## src/rtl/program_loader_if.sv

```systemverilog
// Byte-stream input and instruction-memory write port of the boot loader.
// master: stream producer / memory side. slave: the loader itself.
interface program_loader_if;
  logic [7:0]  rx_data;
  logic        rx_valid;
  logic        rx_ready;
  logic        imem_we;
  logic [31:0] imem_addr;
  logic [31:0] imem_wdata;

  modport master (
    output rx_data,
    output rx_valid,
    input  rx_ready,
    input  imem_we,
    input  imem_addr,
    input  imem_wdata
  );

  modport slave (
    input  rx_data,
    input  rx_valid,
    output rx_ready,
    output imem_we,
    output imem_addr,
    output imem_wdata
  );
endinterface

```

## src/rtl/program_loader.sv

```systemverilog
// Boot-time program loader. Receives a framed byte stream (16-bit big-endian
// word count, then 4 bytes per word, MSB first), writes assembled words into
// instruction memory starting at BASE_ADDR, and holds the core in reset until
// a complete, length-valid frame has been written.
// Optional build macro: LOADER_CHECKSUM_EN adds a trailing XOR checksum byte
// that must match before the core is released.
module program_loader #(
  parameter int          ADDR_WIDTH = 7,
  parameter logic [31:0] BASE_ADDR  = 32'h0
) (
  input  logic                clk,
  input  logic                reset,
  input  logic                start,
  program_loader_if.slave     bus,
  output logic                cpu_reset,
  output logic                busy,
  output logic                done,
  output logic                error,
  output logic [15:0]         words_loaded
);

  typedef enum logic [2:0] {
    S_IDLE,
    S_LEN_HI,
    S_LEN_LO,
    S_DATA,
    S_CHK,
    S_DONE,
    S_ERROR
  } state_t;

  // Where the frame goes once the last data byte (or an empty length) is seen.
`ifdef LOADER_CHECKSUM_EN
  localparam state_t S_AFTER_DATA = S_CHK;
`else
  localparam state_t S_AFTER_DATA = S_DONE;
`endif

  localparam logic [16:0] MAX_WORDS = 17'd1 << ADDR_WIDTH;

  state_t                  state_q;
  logic [15:0]             len_q;
  logic [1:0]              byte_cnt_q;
  logic [ADDR_WIDTH-1:0]   word_idx_q;
  logic [23:0]             word_buf_q;
  logic                    imem_we_q;
  logic [31:0]             imem_addr_q;
  logic [31:0]             imem_wdata_q;
  logic [15:0]             words_loaded_q;

  logic [15:0]             len_full_d;
  logic                    last_word_d;
  logic [31:0]             word_addr_d;

  // Full length as it becomes known on the LEN_LO byte.
  assign len_full_d  = {len_q[15:8], bus.rx_data};
  // The word currently being assembled is the final one of the frame.
  assign last_word_d = ((17'(word_idx_q) + 17'd1) == {1'b0, len_q});
  assign word_addr_d = BASE_ADDR + (32'(word_idx_q) << 2);

  assign busy         = (state_q == S_LEN_HI) || (state_q == S_LEN_LO) ||
                        (state_q == S_DATA)   || (state_q == S_CHK);
  assign bus.rx_ready = busy;
  assign done         = (state_q == S_DONE);
  assign error        = (state_q == S_ERROR);
  assign cpu_reset    = ~done;

  assign bus.imem_we    = imem_we_q;
  assign bus.imem_addr  = imem_addr_q;
  assign bus.imem_wdata = imem_wdata_q;
  assign words_loaded   = words_loaded_q;

`ifdef LOADER_CHECKSUM_EN
  logic [7:0] chk_q;

  // Running XOR of every length and data byte accepted in the current frame.
  always_ff @(posedge clk or posedge reset) begin
    if (reset) begin
      chk_q <= '0;
    end else if (state_q == S_IDLE || state_q == S_DONE || state_q == S_ERROR) begin
      if (start) chk_q <= '0;
    end else if (bus.rx_valid && state_q != S_CHK) begin
      chk_q <= chk_q ^ bus.rx_data;
    end
  end
`endif

  // Frame sequencing, word assembly and the registered memory write port.
  always_ff @(posedge clk or posedge reset) begin
    if (reset) begin
      state_q        <= S_IDLE;
      len_q          <= '0;
      byte_cnt_q     <= '0;
      word_idx_q     <= '0;
      word_buf_q     <= '0;
      imem_we_q      <= 1'b0;
      imem_addr_q    <= '0;
      imem_wdata_q   <= '0;
      words_loaded_q <= '0;
    end else begin
      imem_we_q <= 1'b0;
      unique case (state_q)
        S_IDLE, S_DONE, S_ERROR: begin
          if (start) begin
            state_q        <= S_LEN_HI;
            byte_cnt_q     <= '0;
            word_idx_q     <= '0;
            words_loaded_q <= '0;
          end
        end
        S_LEN_HI: begin
          if (bus.rx_valid) begin
            len_q[15:8] <= bus.rx_data;
            state_q     <= S_LEN_LO;
          end
        end
        S_LEN_LO: begin
          if (bus.rx_valid) begin
            len_q[7:0] <= bus.rx_data;
            if (len_full_d == 16'd0)
              state_q <= S_AFTER_DATA;
            else if ({1'b0, len_full_d} > MAX_WORDS)
              state_q <= S_ERROR;
            else
              state_q <= S_DATA;
          end
        end
        S_DATA: begin
          if (bus.rx_valid) begin
            byte_cnt_q <= byte_cnt_q + 2'd1;
            if (byte_cnt_q == 2'd3) begin
              imem_we_q      <= 1'b1;
              imem_addr_q    <= word_addr_d;
              imem_wdata_q   <= {word_buf_q, bus.rx_data};
              words_loaded_q <= words_loaded_q + 16'd1;
              if (last_word_d)
                state_q <= S_AFTER_DATA;
              else
                word_idx_q <= word_idx_q + 1'b1;
            end else begin
              word_buf_q <= {word_buf_q[15:0], bus.rx_data};
            end
          end
        end
`ifdef LOADER_CHECKSUM_EN
        S_CHK: begin
          if (bus.rx_valid)
            state_q <= (bus.rx_data == chk_q) ? S_DONE : S_ERROR;
        end
`endif
        default: state_q <= S_IDLE;
      endcase
    end
  end

endmodule

```

## src/flat_wrapper.sv

```systemverilog
// flat-port wrapper written by rule: the top's interface ports become plain ports
module program_loader_flat 
#(
  parameter int          ADDR_WIDTH = 7,
  parameter logic [31:0] BASE_ADDR  = 32'h0
)
  (clk, reset, start, cpu_reset, busy, done, error, words_loaded, bus_rx_data, bus_rx_valid, bus_rx_ready, bus_imem_we, bus_imem_addr, bus_imem_wdata);
  program_loader_if bus_i ();
  input  logic clk;
  input  logic reset;
  input  logic start;
  output logic cpu_reset;
  output logic busy;
  output logic done;
  output logic error;
  output logic [15:0] words_loaded;
  input wire logic [$bits(bus_i.rx_data)-1:0] bus_rx_data;
  input wire logic [$bits(bus_i.rx_valid)-1:0] bus_rx_valid;
  output wire logic [$bits(bus_i.rx_ready)-1:0] bus_rx_ready;
  output wire logic [$bits(bus_i.imem_we)-1:0] bus_imem_we;
  output wire logic [$bits(bus_i.imem_addr)-1:0] bus_imem_addr;
  output wire logic [$bits(bus_i.imem_wdata)-1:0] bus_imem_wdata;
  assign bus_i.rx_data = bus_rx_data;
  assign bus_i.rx_valid = bus_rx_valid;
  assign bus_rx_ready = bus_i.rx_ready;
  assign bus_imem_we = bus_i.imem_we;
  assign bus_imem_addr = bus_i.imem_addr;
  assign bus_imem_wdata = bus_i.imem_wdata;
  program_loader #(.ADDR_WIDTH(ADDR_WIDTH), .BASE_ADDR(BASE_ADDR)) u_core (.clk(clk), .reset(reset), .start(start), .bus(bus_i), .cpu_reset(cpu_reset), .busy(busy), .done(done), .error(error), .words_loaded(words_loaded));
endmodule
```

## config.mk

```make
export PLATFORM = sky130hd
export DESIGN_NAME = program_loader_flat
export DESIGN_NICKNAME = d
export VERILOG_FILES = /design/src/rtl/program_loader_if.sv /design/src/rtl/program_loader.sv /design/src/flat_wrapper.sv
export SDC_FILE = /design/constraint.sdc
export NUM_CORES = 1
export LEC_CHECK = 0
export BUFFER_PORTS_ARGS = -buffer_cell sky130_fd_sc_hd__buf_4
export CORE_ASPECT_RATIO = 0.6
export CORE_MARGIN = 4
export CORE_UTILIZATION = 50
export DETAILED_ROUTE_END_ITERATION = 10
export PLACE_DENSITY_LB_ADDON = 0.25
export SLEW_MARGIN = 20
export SYNTH_ARGS = -nofsm -noshare
export SYNTH_HDL_FRONTEND = slang
export SYNTH_SLANG_ARGS = --single-unit
```

## constraint.sdc

```tcl
create_clock -name clk -period 2.81 [get_ports clk]
set_clock_uncertainty 0.1 [all_clocks]
set_input_delay 0.1405 -clock clk [delete_from_list [all_inputs] [get_ports clk]]
set_output_delay 0.1405 -clock clk [all_outputs]
set_load 0.03 [all_outputs]
```

==> impl_results.md, run 1 <==
* Dpl cell area at 5590 um2
* Layout cells sized above 1 at 0.259
* EDFF count, synth at 0
* Clock Pin Slew Worst Setup and Hold Paths at 0.07 ns
* WL/cell at 15.7 um
* FF-to-FF setup slack at 0.17 ns
* Hold Violations, Final at 0
* Fmax at 379 MHz
* Root buffer cell: clkbuf_16
* Rows at 27
* Vias in the first global route at 3658
* RR Startpoint: u_core.word_idx_q[0]
* Port-buffer cells at 72
* Antenna violations before repair at 0
* Grt total ovfl at 0
* First-pass GRT wire length at 18500 um
* Met1 usage at 0.279
* Critical path depth at 8
* Setup repair bufs after CTS at 0
* CTS Sinks at 108
* R2r endpoint: u_core.word_idx_q[0]
* Main area contributors after synthesis: dfrtp_1 (54%), nand2_1 (10%), mux2_2 (9.3%)
* Post-Syn Area at 4980 um2
* Vias post-DR at 3732
* Clock power frac at 0.235
* Relative slew slack at 0.470
* Sequential power share at 0.421
* DP HPWL at 7910 um
* Synth Instances at 494
* CTS tree: yes
* Worst Path Arrival at 2.77 ns
* Primary FF master, synth: dfrtp_1
* # IOs at 98
* Synth unique cells at 48
* Maximum vdd drop at 0.625 mV
* Longest Clk Path Bufs at 2
* Crit path from: u_core.word_idx_q[0]
* Placed cells at 680
* Core area at 9430 um2
* Met2 track demand over resource at 0.310
* Final wirelength at 11100 um
* DRC viols at 0
* P_leak at 3.01 nW
* Mean Syn Cell Area at 10.1 um2
* CP max FO at 8
* Starting density of the core at 0.529
* Worst-Skew Late Latency at 0.35 ns
* Startpoint types: flip-flop
* Die Ht at 85.3 um
* Layout Area Growth over Synthesis at 21.0%
* Vias per inst at 5.29
* Critical Path RT at 2.94 ns
* Final Wtd Congestion at 0.854
* Largest net degree at the start of global routing at 42
* WS Path Type: flip-flop to flip-flop
* ANT cells at 0
* Die X at 137 um
* Final TNS setup at 0 ns
* CP endpoint: u_core.word_idx_q[0]
* Count leader, synth: nand2_1
* Switching Share at 0.361
* Max Cap Viol at 0
* Worst path top cell family by delay: simple AND/OR/NAND/NOR gates
* Reg2Reg Depth at 8
* CP bufs+invs at 0
* Ys async rst share at 1.00
* Filler cells at 773
* GRT Total Usage at 0.200
* Nets@finish at 585
* Area share of the largest cell type after synthesis at 0.542
* Post-route cell area at 6030 um2
* Fin Hold WS at 0.00880 ns
* 1st-pass router iterations at 4
* Logic pwr share at 0.344
* Routing usage on met3 at 0.0527
* FF+latch count, synth at 108
* Final setup fails at 0
* CP cell instances: ha_1 -> and3_1 -> nor4_1 -> a2111oi_0 -> nand3_1 -> nand2_2 -> o21ai_1 -> mux2_2
* Worst hold path class: input pin to flip-flop
* Total CTS buffers at 9
* Post-route ant nets at 0
* Sw power at 2.13 mW
* Worst Tran Pin Value at 0.793 ns
* Footprint of the multi-input gates at 2070 um2
* Outcome: complete, no violations
* Commonest cells in the netlist: nand2_1 (136), dfrtp_1 (108), mux2_2 (41), buf_4 (26), nor2_1 (25)
* Yosys warns at 0
* Fin crit share at 0.939
* CP Capture Type: flip-flop
* Global route hottest layer: met2
* Crit-path max cell delay at 0.47 ns
* Final Util at 0.640
* Fin cells at 705
* Pwr dens at 978 nW/um2
* Internal at 3.77 mW
* Fin crit period at 2.64 ns
* Slew Viols, Final at 0
* Reg area at 2700 um2
* Seq/Total Area, Yosys at 0.542
* CP max stage cell: dfrtp_1
* Area leader, netlist: dfrtp_1
* RSZ-0062 raised after global routing: yes
* Drt first-iter violations at 234
* Die area at 11700 um2
* H-tree depth at 3
## worst register-to-register path: stages, from the launching register on
cell and delay, ns:
dfrtp_1 0.47, ha_1 0.30, and3_1 0.29, nor4_1 0.08, a2111oi_0 0.44, nand3_1 0.24, nand2_2 0.22, o21ai_1 0.11
mux2_2 0.27
## per-stage QoR
step,power [mW],setup WS (ns)
after floorplan,3.89,0.360
after global placement,4.43,0.232
after detailed placement,4.52,0.182
after CTS,5.93,0.165
after global routing,6.26,-0.0116
final,5.90,0.170
## worst min path at each step
stage	start	end	slack, ns	cells past startpoint
2_1_floorplan	bus_rx_data[0]	u_core.bus.imem_wdata[0]	0.15	2
3_3_place_gp	reset	u_core.len_q[7]	0.22	2
3_5_place_dp	reset	u_core.state_q[1]	0.24	2
4_1_cts	bus_rx_valid	u_core.byte_cnt_q[1]	0.002	3
5_1_grt	bus_rx_valid	u_core.byte_cnt_q[1]	0.03	3
6_report	bus_rx_valid	u_core.byte_cnt_q[1]	0.009	3
## power groups by stage
stage | logic (mW) | registers [mW] | clock network, mW
after floorplan | 1.22 | 2.66 | 0
after global placement | 1.96 | 2.47 | 0
after detailed placement | 2.03 | 2.50 | 0
after CTS | 2.04 | 2.47 | 1.41
after global routing | 2.22 | 2.56 | 1.48
final | 2.03 | 2.48 | 1.38
## routing by layer
metal  up-vias  wire length, um
li1       1766                -
met4         0              107
met5         -                0
met3         9              762
met2       120             5110
met1      1837             5100
## final cells by class
cell class                 count  share of cell area
clock buffer                  11              0.0419
clock inverter                 5              0.0137
inverter                       9             0.00623
multi-input combinational    352               0.343
sequential                   108               0.448
tap                          130              0.0270
timing repair buffer          90               0.120
## flip-flops by register name (all words and copies together), names as in the netlist
name,flops
u_core.word_idx_q,7
u_core.len_q,16
u_core.words_loaded,16
u_core.state_q,3
u_core.bus.imem_addr,7
u_core.word_buf_q,24
u_core.byte_cnt_q,2
u_core.bus.imem_wdata,32
u_core.bus.imem_we,1
## logic make-up (layout without fill, tap and decap cells)
logic type | count (synthesis) | after routing | share of synthesized area
and+or+nand+nor | 215 | 215 | 0.188
DFF | 108 | 108 | 0.542
buffers and inverters | 58 | 115 | 0.0643
AOI/OAI and AO/OA | 48 | 48 | 0.0691
muxes | 41 | 41 | 0.0927
xor gates and xnor gates | 20 | 20 | 0.0352
adders and majority gates | 3 | 3 | 0.00753
other | 1 | 25 | 0.000753
## cell usage in the layout (no fill, tap or decap), types with 5 or more instances in the layout
cell type / n
dfrtp_1: 108
nor4_1: 7
nand4_1: 9
nand3_1: 10
xor2_1: 12
o21ai_0: 8
nor3_1: 6
a22o_1: 5
dlygate4sd3_1: 9
xnor2_1: 8
nor2_1: 24
and3_1: 7
clkbuf_16: 9
conb_1: 25
nand2_1: 136
inv_1: 7
a21oi_1: 9
buf_4: 79
mux2_2: 41
## repair_timing
action,in CTS,in global routing
resized for setup,0,2
endpoints found under the hold margin,60,0
hold buffers,9,0
endpoints found under the setup margin,0,2
Power figures use the tool's default switching activity.
==> inputs of run 2 (changes only) <==
- HOLD_SLACK_MARGIN: unset -> 0.08
- REMOVE_ABC_BUFFERS: unset -> 1
==> run 2 against run 1 <==
  * Total power decreased by 3.8%
  * Count of clock-buffer cells in the layout decreased by 2
  * Sequential power about the same
  * Die area unchanged
  * Final cell count increased by 0.28%
  * Global-route usage decreased by 1.2 points
  * Combinational power about the same
  * First-iteration DRC count decreased by 11%
  * Non-clock buffer count increased by 2
  * Highest routed layer unchanged
==> impl_results.md, run 2 (same netlist as run 1, synthesis figures left out) <==
* RSZ-0062 raised after global routing: yes
* WL/cell at 14.8 um (-5.8%)
* Slew Viols, Final at 0 (unchanged)
* Total CTS buffers at 9 (unchanged)
* CP Capture Type: flip-flop
* Most frequent cells in the layout: nand2_1 (136), dfrtp_1 (108), buf_4 (81)
* Worst Path Arrival at 2.80 ns (+0.03 ns)
* Worst-Skew Late Latency at 0.34 ns (about the same)
* Max Cap Viol at 0 (unchanged)
* DRC viols at 0 (unchanged)
* Rows at 27 (unchanged)
* Filler cells at 778 (+0.65%)
* First-pass GRT wire length at 17600 um (-4.7%)
* H-tree depth at 3 (unchanged)
* Drt first-iter violations at 209 (-11%)
* Commonest non-fill, non-tap cell in the layout: nand2_1
* 1st-pass router iterations at 4 (unchanged)
* Antenna violations before repair at 0 (unchanged)
* CTS Sinks at 108 (unchanged)
* Die Ht at 85.3 um (unchanged)
* P_leak at 2.99 nW (-0.68%)
* Vias in the first global route at 3578 (-2.2%)
* CP cell instances: ha_1 -> and3_1 -> nor4_1 -> a2111oi_0 -> nand3_1 -> buf_4 -> a21oi_1 -> o21ai_1 -> a22o_1
* Maximum vdd drop at 0.495 mV (-21%)
* Dpl cell area at 5580 um2 (-0.25%)
* Pwr dens at 950 nW/um2 (-2.9%)
* Largest register FFs at 32 (unchanged)
* # IOs at 98 (unchanged)
* Fmax at 375 MHz (-1.0%)
* Longest Clk Path Bufs at 2 (unchanged)
* Layout Area Growth over Synthesis at 19.9%
* Layout cells sized above 1 at 0.260 (+0.000835)
* Fin crit share at 0.949 (+0.00993)
* Vias per inst at 5.19 (-2.0%)
* Crit-path max cell delay at 0.47 ns (about the same)
* Largest net degree at the start of global routing at 58 (+38%)
* Root buffer cell: clkbuf_16
* CTS tree: yes
* Critical Path RT at 2.94 ns (about the same)
* Worst hold path class: input pin to flip-flop
* GRT Total Usage at 0.188 (-0.0119)
* Clock Pin Slew Worst Setup and Hold Paths at 0.07 ns (about the same)
* Worst Tran Pin Value at 0.696 ns (-0.0967 ns)
* Hold Violations, Final at 0 (unchanged)
* Outcome: complete, no violations
* Relative slew slack at 0.536 (+0.0656)
* Post-route ant nets at 0 (unchanged)
* Fin Hold WS at 0.139 ns (+0.130 ns)
* Die area at 11700 um2 (unchanged)
* Final setup fails at 0 (unchanged)
* Final wirelength at 10500 um (-5.5%)
* Die X at 137 um (unchanged)
* ANT cells at 0 (unchanged)
* Nets@finish at 587 (+0.34%)
* Grt total ovfl at 0 (unchanged)
* Core area at 9430 um2 (unchanged)
* Post-route cell area at 5970 um2 (-0.93%)
* DP HPWL at 7360 um (-6.9%)
* CP max stage cell: dfrtp_1
* Final Wtd Congestion at 0.894 (+4.7%)
* Startpoint types: flip-flop
* Fin crit period at 2.67 ns (+0.0279 ns)
* Vias post-DR at 3669 (-1.7%)
* Port-buffer cells at 72 (unchanged)
* Starting density of the core at 0.529 (unchanged)
* WS Path Type: flip-flop to flip-flop
* CP max FO at 7 (-1)
-- run 2: cell types whose count changed in the layout (fill, tap and decap cells not counted), sizes merged --
cell | before | now
inv | 8 | 10
clkinv | 3 | 5
dlygate4sd3 | 9 | 10
clkbuf | 11 | 9
bufinv | 2 | 0
buf | 81 | 82
-- run 2: worst max-delay path, delay by kind of cell (launching register included) --
kind | cells | cell delay [ns]
buffers and inverters | 1 | 0.20
flip-flops | 1 | 0.47
AND/OR/NAND/NOR | 3 | 0.63
adder cells (fa/ha/maj) | 1 | 0.32
AO/OA/AOI/OAI | 4 | 0.83
-- run 2: what timing repair did --
item | CTS | global route
setup buffers | 0 | 1
endpoints found under the setup margin | 0 | 2
gates resized for setup | 0 | 2
endpoints found under the hold margin | 88 | 0
hold buffers | 10 | 0
-- run 2: stage by stage --
stage               instances   util  TNS (ns)  setup WS [ns]  power (mW)
detailed placement        680  0.592         0          0.210        4.49
finish                    707  0.634         0          0.142        5.67
CTS                       706  0.632         0          0.192        5.69
global placement          680  0.592         0          0.282        4.40
global route              707  0.634   -0.0203        -0.0203        6.02
floorplan                 469      -    -43.21         -0.806        3.81
-- run 2: final timing paths --
kind	from	end	slack [ns]	depth (start not counted)
min in group asynchronous	reset	u_core.bus.imem_we	0.37	3
min	start	u_core.byte_cnt_q[0]	0.14	4
max reg2reg	u_core.word_idx_q[0]	u_core.word_idx_q[3]	0.14	9
min reg2reg	u_core.word_buf_q[22]	u_core.bus.imem_wdata[30]	0.37	2
max in group asynchronous	reset	u_core.bus.imem_addr[3]	1.53	4
max	u_core.word_idx_q[0]	u_core.word_idx_q[3]	0.14	9
-- run 2: area by class of cell --
class	count	area, um2	area share
Inverter	9	36.3	0.00608
Timing Repair Buffer	92	728	0.122
Clock buffer	9	225	0.0377
Tap cell	130	163	0.0272
Multi-Input combinational cell	352	2070	0.346
Clock inverter	7	51.3	0.00859
Sequential cell	108	2700	0.453
-- run 2: report_power, final --
group	total (mW)	internal, mW	switching, mW
logic	2.04	0.884	1.16
registers	2.46	2.06	0.391
clock network	1.17	0.607	0.565
total	5.67	3.56	2.12
-- run 2: metal layers --
layer	track usage	up-vias	part of all wire
met4	0.0399	0	0.0069
met1	0.282	1774	0.49
li1	-	1772	-
met5	0	-	0
met3	0.0450	7	0.065
met2	0.278	116	0.44
==> inputs of run 3 (changes only) <==
- PLACE_DENSITY_LB_ADDON: 0.25 -> 0.3
==> run 3 against run 2 <==
  * Critical path depth shrank 2
  * Combinational power is essentially flat
  * Final cell count shrank 0.28%
  * Design area grew 0.17%
  * Clock power grew 9%
  * Die area is the same
  * Largest cell class unchanged
==> impl_results.md, run 3 (same netlist as run 1, synthesis figures left out) <==
* Grt total ovfl at 0 (unchanged)
* Final wirelength at 10700 um (+2.2%)
* Total CTS buffers at 9 (unchanged)
* CP max FO at 8 (+1)
* CP Capture Type: flip-flop
* Maximum vdd drop at 0.444 mV (-10%)
* Fin crit share at 0.941 (-0.00831)
* Max Cap Viol at 0 (unchanged)
* Pwr dens at 965 nW/um2 (+1.5%)
* DRC viols at 0 (unchanged)
* Hold path startpoint: start
* Setup repair bufs after CTS at 0 (unchanged)
* WL/cell at 15.2 um (+2.5%)
* Largest net degree at the start of global routing at 75 (+29%)
* Worst-Skew Late Latency at 0.35 ns (about the same)
* 1st-pass router iterations at 4 (unchanged)
* Worst Path Arrival at 2.83 ns (+0.03 ns)
* Startpoint types: flip-flop
* Die area at 11700 um2 (unchanged)
* Hold Violations, Final at 0 (unchanged)
* First-pass GRT wire length at 18100 um (+2.6%)
* Number of cells on the worst hold path at 4 (unchanged)
* Critical Path RT at 3.00 ns (+0.06 ns)
* Vias per inst at 5.25 (+1.2%)
* CTS tree: yes
* Die Ht at 85.3 um (unchanged)
* Antenna violations before repair at 0 (unchanged)
* H-tree depth at 3 (unchanged)
* Largest register FFs at 32 (unchanged)
* Worst Tran Pin Value at 0.739 ns (+0.0424 ns)
* Worst Hold Path EP: u_core.byte_cnt_q[1]
* Most frequent cells in the layout: nand2_1 (136), dfrtp_1 (108), buf_4 (79)
* RR Startpoint: u_core.word_idx_q[0]
* Root buffer cell: clkbuf_16
* FF-to-FF setup slack at 0.17 ns (+0.02 ns)
* Rows at 27 (unchanged)
* Vias post-DR at 3703 (+0.93%)
* Slew Viols, Final at 0 (unchanged)
* Fin crit period at 2.64 ns (-0.0233 ns)
* Port-buffer cells at 72 (unchanged)
* Core area at 9430 um2 (unchanged)
* CTS Sinks at 108 (unchanged)
* Outcome: complete, no violations
* Reg2Reg Depth at 7 (-2)
* Longest Clk Path Bufs at 2 (unchanged)
* Starting density of the core at 0.529 (unchanged)
* Fmax at 378 MHz (+0.88%)
* GRT Total Usage at 0.195 (+0.00709)
* Post-route ant nets at 0 (unchanged)
* Power Total at 5.77 mW (+1.7%)
* Drt first-iter violations at 186 (-11%)
* Layout cells sized above 1 at 0.252 (-0.00779)
* Commonest non-fill, non-tap cell in the layout: nand2_1
* WS Path Type: flip-flop to flip-flop
* DP HPWL at 7420 um (+0.70%)
* Layout Area Growth over Synthesis at 20.1%
* Vias in the first global route at 3543 (-0.98%)
* ANT cells at 0 (unchanged)
* P_leak at 2.98 nW (-0.17%)
* Nets@finish at 585 (-0.34%)
* Final Util at 0.635 (+0.00106)
* Dpl cell area at 5570 um2 (-0.13%)
* # IOs at 98 (unchanged)
* Relative slew slack at 0.505 (-0.0304)
* Final Wtd Congestion at 0.845 (-5.5%)
* RSZ-0062 raised after global routing: no
* Final setup fails at 0 (unchanged)
* Worst hold path class: input pin to flip-flop
* Post-route cell area at 5980 um2 (+0.17%)
* Clock Pin Slew Worst Setup and Hold Paths at 0.07 ns (about the same)
* R2r endpoint: u_core.state_q[2]
* Fin Hold WS at 0.132 ns (-0.00731 ns)
* Die X at 137 um (unchanged)
-- run 3: changes by cell type in the layout (fill, tap and decap cells not counted), sizes merged --
| cell | before | now |
|---|---|---|
| clkbuf | 9 | 13 |
| clkinvlp | 1 | 2 |
| bufinv | 0 | 1 |
| inv | 10 | 8 |
| clkinv | 5 | 1 |
| buf | 82 | 80 |
-- run 3: power by group --
group / internal [mW] / leakage [nW] / switching (mW) / total [mW]
combinational: 0.870 / 1.43 / 1.15 / 2.02
clock: 0.740 / 0.142 / 0.542 / 1.28
sequential: 2.07 / 1.41 / 0.398 / 2.46
-- run 3: layout make-up --
type	count	area [um2]
clock inverters	3	45.0
repair buffers	90	713
well taps	130	163
flip-flops and latches	108	2700
inverters	9	36.3
fillers	774	3440
multi-input cells	352	2060
clock buffers	13	260
-- run 3: what timing repair did --
item,in CTS,in global routing
hold buffers,10,0
setup endpoints to repair,0,2
endpoints found under the hold margin,67,0
resized for setup,0,2
-- run 3: worst max path at each step --
stage	from	cells after the start	end	slack [ns]
after CTS	u_core.word_idx_q[0]	8	u_core.word_idx_q[2]	0.17
final	u_core.word_idx_q[0]	7	u_core.state_q[2]	0.17
after global routing	u_core.word_idx_q[0]	7	u_core.state_q[2]	0.0002
after global placement	u_core.word_idx_q[0]	7	u_core.state_q[2]	0.27
after detailed placement	u_core.word_idx_q[0]	7	u_core.state_q[2]	0.20
after floorplan	u_core.state_q[2]	7	u_core.word_idx_q[4]	-0.81
-- run 3: metrics by stage --
step | setup WS [ns] | std cells | setup TNS (ns)
global route | 0.000181 | 705 | 0
global placement | 0.274 | 679 | 0
floorplan | -0.806 | 469 | -43.21
CTS | 0.169 | 705 | 0
finish | 0.166 | 705 | 0
detailed placement | 0.198 | 679 | 0
-- run 3: per-layer routing --
metal	vias up	share of wire	track usage
li1	1766	-	-
met3	19	0.062	0.0492
met2	121	0.43	0.288
met1	1797	0.49	0.288
met4	0	0.013	0.0507
met5	-	0	0
-- run 3: critical path: stages (launching register included) --
cell and delay (ns):
dfrtp_1 0.46, ha_1 0.35, xor2_1 0.15, or4_4 0.53
a211oi_4 0.30, nand2_2 0.19, a2111oi_2 0.40, a21o_1 0.12
